`config.mk`:
```
export PLATFORM = sky130hd
export DESIGN_NAME = rotate_stream_8
export DESIGN_NICKNAME = d
export VERILOG_FILES = /design/src/rtl/rotate_stream_pkg.sv /design/src/rtl/barrel_shifter_8.sv /design/src/rtl/rot_cmd_fifo.sv /design/src/rtl/rotate_stream_8.sv
export SDC_FILE = /design/constraint.sdc
export NUM_CORES = 1
export LEC_CHECK = 0
export CAP_MARGIN = 5
export CORE_MARGIN = 8
export CORE_UTILIZATION = 60
export CTS_BUF_LIST = sky130_fd_sc_hd__clkbuf_4 sky130_fd_sc_hd__clkbuf_8
export DETAILED_ROUTE_END_ITERATION = 6
export DONT_BUFFER_PORTS = 1
export PLACE_DENSITY = 0.8
export REMOVE_ABC_BUFFERS = 1
export SYNTH_ARGS = -nofsm -noshare
export SYNTH_HDL_FRONTEND = slang
export SYNTH_HIERARCHICAL = 1
export SYNTH_SLANG_ARGS = --single-unit
```
`constraint.sdc`:
```
create_clock -name clk -period 4.58 [get_ports clk]
set_input_delay 0.229 -clock clk [delete_from_list [all_inputs] [get_ports clk]]
set_output_delay 0.229 -clock clk [all_outputs]
set_load 0.02 [all_outputs]
```
`src/rtl/rotate_stream_pkg.sv`:
```
// -----------------------------------------------------------------------------
// rotate_stream_pkg
// Shared definitions for the rotate_stream_8 front end: the width of one
// queued rotate command, the bit offsets of its fields inside the FIFO word,
// and a packed struct that builds that word from the input ports.
// Ports: none (package).
// -----------------------------------------------------------------------------
package rotate_stream_pkg;

    // One command is {lr, amt[2:0], data[7:0]} = 1 + 3 + 8 bits
    localparam int CMD_W    = 12;
    localparam int LR_BIT   = 11;
    localparam int AMT_MSB  = 10;
    localparam int AMT_LSB  = 8;
    localparam int DATA_MSB = 7;

    // Field order matches the offsets above so the struct can be stored
    // directly as a CMD_W-bit FIFO word
    typedef struct packed {
        logic       lr;
        logic [2:0] amt;
        logic [7:0] data;
    } rotCmd_t;

endpackage

```
`src/rtl/barrel_shifter_8.sv`:
```
// -----------------------------------------------------------------------------
// barrel_shifter_8
// Combinational 8-bit rotator, built as three mux stages (rotate by 1, 2, 4)
// selected by the bits of amt.
// Ports:
//   num  in  8  operand
//   amt  in  3  rotate amount 0-7
//   LR   in  1  1 = rotate left, 0 = rotate right
//   out  out 8  rotated operand
// -----------------------------------------------------------------------------
module barrel_shifter_8 (
    input  logic [7:0] num,
    input  logic [2:0] amt,
    input  logic       LR,
    output logic [7:0] out
);

    logic [7:0] w_stage1;
    logic [7:0] w_stage2;

    // Each stage rotates by a power of two when its amt bit is set; a left
    // rotate moves bit i to i+k, a right rotate moves bit i+k down to i
    always_comb begin
        w_stage1 = num;
        if (amt[0]) begin
            w_stage1 = LR ? {num[6:0], num[7]} : {num[0], num[7:1]};
        end
        w_stage2 = w_stage1;
        if (amt[1]) begin
            w_stage2 = LR ? {w_stage1[5:0], w_stage1[7:6]} : {w_stage1[1:0], w_stage1[7:2]};
        end
        out = w_stage2;
        if (amt[2]) begin
            out = {w_stage2[3:0], w_stage2[7:4]};
        end
    end

endmodule

```
`src/rtl/rot_cmd_fifo.sv`:
```
// -----------------------------------------------------------------------------
// rot_cmd_fifo
// Synchronous command FIFO, CMD_W bits x FIFO_DEPTH entries. Full and empty
// are told apart by the occupancy counter, so the pointers simply wrap.
// The caller is responsible for only pushing when not full and only popping
// when not empty.
// Ports:
//   clk          in   clock
//   reset        in   synchronous active-high reset
//   i_push       in   write i_pushData at the write pointer
//   i_pushData   in   CMD_W command word
//   i_pop        in   retire the head entry
//   o_headData   out  combinational read of the head entry
//   o_count      out  occupancy 0..FIFO_DEPTH
// -----------------------------------------------------------------------------
module rot_cmd_fifo
    import rotate_stream_pkg::*;
#(
    parameter int FIFO_DEPTH = 4,
    parameter int PTR_W      = 2
) (
    input  logic             clk,
    input  logic             reset,
    input  logic             i_push,
    input  logic [CMD_W-1:0] i_pushData,
    input  logic             i_pop,
    output logic [CMD_W-1:0] o_headData,
    output logic [PTR_W:0]   o_count
);

    logic [CMD_W-1:0] r_mem [FIFO_DEPTH];
    logic [PTR_W-1:0] r_wrPtr;
    logic [PTR_W-1:0] r_rdPtr;
    logic [PTR_W:0]   r_count;

    // Storage has no reset: an entry is only ever read after it was written
    always_ff @(posedge clk) begin
        if (i_push) begin
            r_mem[r_wrPtr] <= i_pushData;
        end
    end

    // Pointers wrap naturally because the depth is a power of two; the count
    // only moves when exactly one of push/pop happens
    always_ff @(posedge clk) begin
        if (reset) begin
            r_wrPtr <= '0;
            r_rdPtr <= '0;
            r_count <= '0;
        end else begin
            if (i_push) begin
                r_wrPtr <= r_wrPtr + 1'b1;
            end
            if (i_pop) begin
                r_rdPtr <= r_rdPtr + 1'b1;
            end
            case ({i_push, i_pop})
                2'b10:   r_count <= r_count + 1'b1;
                2'b01:   r_count <= r_count - 1'b1;
                default: r_count <= r_count;
            endcase
        end
    end

    assign o_headData = r_mem[r_rdPtr];
    assign o_count    = r_count;

endmodule

```
`src/rtl/rotate_stream_8.sv`:
```
// -----------------------------------------------------------------------------
// rotate_stream_8
// Sequential front end for barrel_shifter_8. Rotate commands arrive over a
// valid/ready handshake, wait in a small FIFO, pass through the rotator and
// land in a registered, back-pressurable output stage.
// Optional build macro: ROT_STREAM_STATS_EN adds saturating transfer/stall
// counters on stat_done and stat_stall.
// Ports:
//   clk         in   clock
//   reset       in   synchronous active-high reset
//   in_valid    in   command present on in_data/in_amt/in_lr
//   in_ready    out  a command can be accepted this cycle
//   in_data     in   8-bit operand
//   in_amt      in   rotate amount 0-7
//   in_lr       in   1 = left, 0 = right
//   out_valid   out  out_data holds an unconsumed result
//   out_ready   in   consumer takes the result this cycle
//   out_data    out  rotated result
//   fifo_count  out  FIFO occupancy (output register not included)
//   stat_done   out  completed output transfers (ROT_STREAM_STATS_EN only)
//   stat_stall  out  cycles with a refused input (ROT_STREAM_STATS_EN only)
// -----------------------------------------------------------------------------
module rotate_stream_8
    import rotate_stream_pkg::*;
#(
    parameter int FIFO_DEPTH = 4,
    parameter int PTR_W      = 2
) (
    input  logic           clk,
    input  logic           reset,
    input  logic           in_valid,
    output logic           in_ready,
    input  logic [7:0]     in_data,
    input  logic [2:0]     in_amt,
    input  logic           in_lr,
    output logic           out_valid,
    input  logic           out_ready,
    output logic [7:0]     out_data,
`ifdef ROT_STREAM_STATS_EN
    output logic [15:0]    stat_done,
    output logic [15:0]    stat_stall,
`endif
    output logic [PTR_W:0] fifo_count
);

    localparam logic [PTR_W:0] FULL_COUNT = (PTR_W + 1)'(FIFO_DEPTH);

    rotCmd_t          w_pushCmd;
    logic [CMD_W-1:0] w_headBits;
    logic [PTR_W:0]   w_count;
    logic             w_push;
    logic             w_advance;
    logic [7:0]       w_rotated;
    logic             r_outValid;
    logic [7:0]       r_outData;

    assign w_pushCmd = '{lr: in_lr, amt: in_amt, data: in_data};

    // in_ready looks only at registered occupancy, so it never depends on
    // in_valid or out_ready; a full FIFO refuses input even if a pop happens
    // in the same cycle
    assign in_ready  = (w_count != FULL_COUNT);
    assign w_push    = in_valid && in_ready;
    assign w_advance = (w_count != '0) && (!r_outValid || out_ready);

    rot_cmd_fifo #(
        .FIFO_DEPTH (FIFO_DEPTH),
        .PTR_W      (PTR_W)
    ) u_fifo (
        .clk        (clk),
        .reset      (reset),
        .i_push     (w_push),
        .i_pushData (w_pushCmd),
        .i_pop      (w_advance),
        .o_headData (w_headBits),
        .o_count    (w_count)
    );

    barrel_shifter_8 u_shifter (
        .num (w_headBits[DATA_MSB:0]),
        .amt (w_headBits[AMT_MSB:AMT_LSB]),
        .LR  (w_headBits[LR_BIT]),
        .out (w_rotated)
    );

    // Output register: load a new result whenever the head can move forward,
    // otherwise let a consumed result go empty. When stalled nothing changes,
    // and out_data keeps its last value after a drain
    always_ff @(posedge clk) begin
        if (reset) begin
            r_outValid <= 1'b0;
            r_outData  <= 8'h00;
        end else if (w_advance) begin
            r_outValid <= 1'b1;
            r_outData  <= w_rotated;
        end else if (out_ready) begin
            r_outValid <= 1'b0;
        end
    end

    assign out_valid  = r_outValid;
    assign out_data   = r_outData;
    assign fifo_count = w_count;

`ifdef ROT_STREAM_STATS_EN
    logic [15:0] r_statDone;
    logic [15:0] r_statStall;

    // Saturating event counters; they stop at all-ones rather than wrapping
    always_ff @(posedge clk) begin
        if (reset) begin
            r_statDone  <= '0;
            r_statStall <= '0;
        end else begin
            if (r_outValid && out_ready && (r_statDone != 16'hFFFF)) begin
                r_statDone <= r_statDone + 1'b1;
            end
            if (in_valid && !in_ready && (r_statStall != 16'hFFFF)) begin
                r_statStall <= r_statStall + 1'b1;
            end
        end
    end

    assign stat_done  = r_statDone;
    assign stat_stall = r_statStall;
`endif

endmodule
```
==> impl_metrics.toml <==
[outcome]
status = "finished, final reports clean"

[yosys]
synth_area_sq_um = 3329
synth_warnings = 6
synth_edf_count = 48
ys_seq_area_share_pct = 54.11
yosysMostFrequentCell = "edfxtp_1"
synth_top_flop_cell = "edfxtp_1"
netlist_instances = 255
ys_top_cells_by_count = "edfxtp_1 (48), mux2i_1 (34), nand2_1 (27)"
synth-seq-cells = 66
synth_top_area_cell = "edfxtp_1"
synth_area_leaders = "edfxtp_1 (43%), dfxtp_1 (11%), mux2i_1 (10%)"
synth_top_area_share_pct = 43.29
yosys.cell_types.count = 30
async_flop_share_pct = 0
postSynthAreaPerCell_sq_um = 13.06

[global_routing]
antenna_found_initial = 0
grtUsageTotal_pct = 15.27
grt_pass1_vias = 2031
grt_max_degree = 41
grt_pass1_wl_microns = 9818
grt_remaining_overflow = 0

[place]
dp_hpwl_microns = 3856
gp_congestion = 0.7670
dp_slack_ns = 1.714
io_buffers = 0

[job]
drv_cap = 0

[clock_network]
clkTransAtPathRegs_ns = 0.07
numCtsBuffers = 9
cts-root-buf = "clkbuf_8"
cts_sinks = 66
cts_resized = 0
ctsLongestPathBuffers = 2
cts_tree = "built"
htreeDepth = 3
clock_latency_ns = 0.33

[sta]
skew_ns = 0.01058
hold_viol = 0
finalWorstSetupSlack_ns = 1.713
fmax_ghz = 0.3488
setup_viol = 0
fin_crit_sh_pct = 62.60
slew_violations = 0
tns_ns = 0
rsz0062_at_grt = "false"
worst_slew_pin_slew_ns = 1.098
fin_crit_ns = 2.867
relSlewSlack_pct = 26.80

[detailed_routing]
vias = 2033
final_antenna_net_count = 0
drc = 0
viasPerCell = 5.962
dr.first_iter.drc_count = 96
first_pass_iters = 4
wire_per_inst_microns = 17.52
wl_microns = 5976

[worst_setup_path]
required_ns = 4.84
worstPathMaxFanout = 18
arrival_ns = 3.13
cp-start-kind = "flop"
slowest_stage = "mux4_1"
crit_path_end_kind = "flop"
cp_cell_sequence = "buf_4 > mux4_1 > xnor2_2 > nand2_1 > a21o_1 > a31oi_1 > nand2b_1 > mux2i_1"
worstSetupPathType = "reg -> reg"
slowest_delay_ns = 1.07

[hold_path]
min_path_type = "in -> reg"

[pwr]
vdd_drop_max_mv = 0.4227
power_density_nw_per_um2 = 670.4
leakagePower_nw = 1.313

[finish]
finalNetCount = 287
drive_gt1_share_pct = 11.52
area_growth_pct = 9.320
antenna_cells = 0

[floorplan]
die_w_microns = 90.49
io_pins = 29
start_util_pct = 61.21
std_cell_rows = 27
dieArea_sq_um = 8188
die_h_microns = 90.49
core-area_sq_um = 5439
==> per-stage QoR <==
stage,std cells,total power [mW],cell area [sq um],hold slack (ns),util [%]
2_1_floorplan,239,1.741,3214,0.2981,-
3_3_place_gp,313,1.944,3319,0.3014,61.03
3_5_place_dp,313,1.965,3319,0.3052,61.03
4_1_cts,341,2.450,3640,0.06782,66.92
5_1_grt,341,2.611,3640,0.06712,66.92
6_report,341,2.440,3640,0.08161,66.92
==> power by group <==
part	total, mW	internal, mW	leakage [nW]	switching [mW]
combinational	1.13	0.478	0.634	0.651
clock	0.468	0.250	0.0898	0.218
sequential	0.843	0.742	0.589	0.101
total	2.44	1.47	1.31	0.970
==> what timing repair did <==
action,4_1_cts,5_1_grt
endpoints found under the hold margin,58,0
setup buffers,0,0
hold buffers,13,0
==> per-layer routing <==
| metal | vias up | routed length [microns] | track usage (%) |
|---|---|---|---|
| met5 | - | 0 | 0 |
| met4 | 0 | 119 | 8.460 |
| met3 | 13 | 293 | 4.904 |
| met2 | 55 | 3007 | 25.88 |
| met1 | 991 | 2556 | 16.48 |
| li1 | 974 | - | - |
==> cell usage in the layout (no fill, tap or decap), drive strengths merged <==
cell type	n
a211oi	16
a21o	8
a21oi	11
a31oi	8
and2	5
buf	2
bufinv	1
clkbuf	9
clkinv	1
clkinvlp	2
dfxtp	18
dlygate4sd3	13
edfxtp	48
fa	1
ha	5
inv	6
mux2i	34
mux4	12
nand2	27
nand2b	16
nor2	16
nor3	1
o21ai	1
or3	1
xnor2	4
xor2	3
==> worst paths after layout <==
kind | from | to | slack (ns) | cells past startpoint
hold reg to reg | u_fifo/r_rdPtr[1] | u_fifo/r_rdPtr[1] | 0.55 | 2
setup / recovery | flop | out_data[6] | 1.71 | 8
setup reg to reg | flop | out_data[6] | 1.71 | 8
hold / removal | reset | out_data[2] | 0.08 | 2
==> registers in the layout (all words and copies together) (netlist names), named ones only <==
register	flops
out_data	8
out_valid	1
u_fifo/o_count	3
u_fifo/r_mem	48
u_fifo/r_rdPtr	2
u_fifo/r_wrPtr	2
==> area by class of cell <==
class | instances | area, sq um
clock inverters | 6 | 66.31
clock buffers | 9 | 123.9
flip-flops and latches | 66 | 1802
multi-input cells | 169 | 1398
repair buffers | 15 | 145.1
fillers | 364 | 1799
well taps | 72 | 90.09
inverters | 4 | 15.01
==> critical path, delay by kind of cell (launching register included) <==
kind	cells	cell delay, ns
multiplexers	2	1.19
buffers and inverters	1	0.24
XOR/XNOR	1	0.51
AO/OA/AOI/OAI	2	0.38
flip-flops	1	0.31
AND/OR/NAND/NOR	2	0.17
==> kinds of logic after synthesis <==
group	count (synthesis)	share of synthesized area [%]
adder cells (fa/ha/maj)	6	2.480
buffers and inverters	20	3.908
AND/OR/NAND/NOR	66	9.283
multiplexers	46	18.56
XOR/XNOR	7	2.631
AO/OA/AOI/OAI	44	9.019
flip-flops	66	54.12
Note: power is estimated with default switching activity, not from simulation.
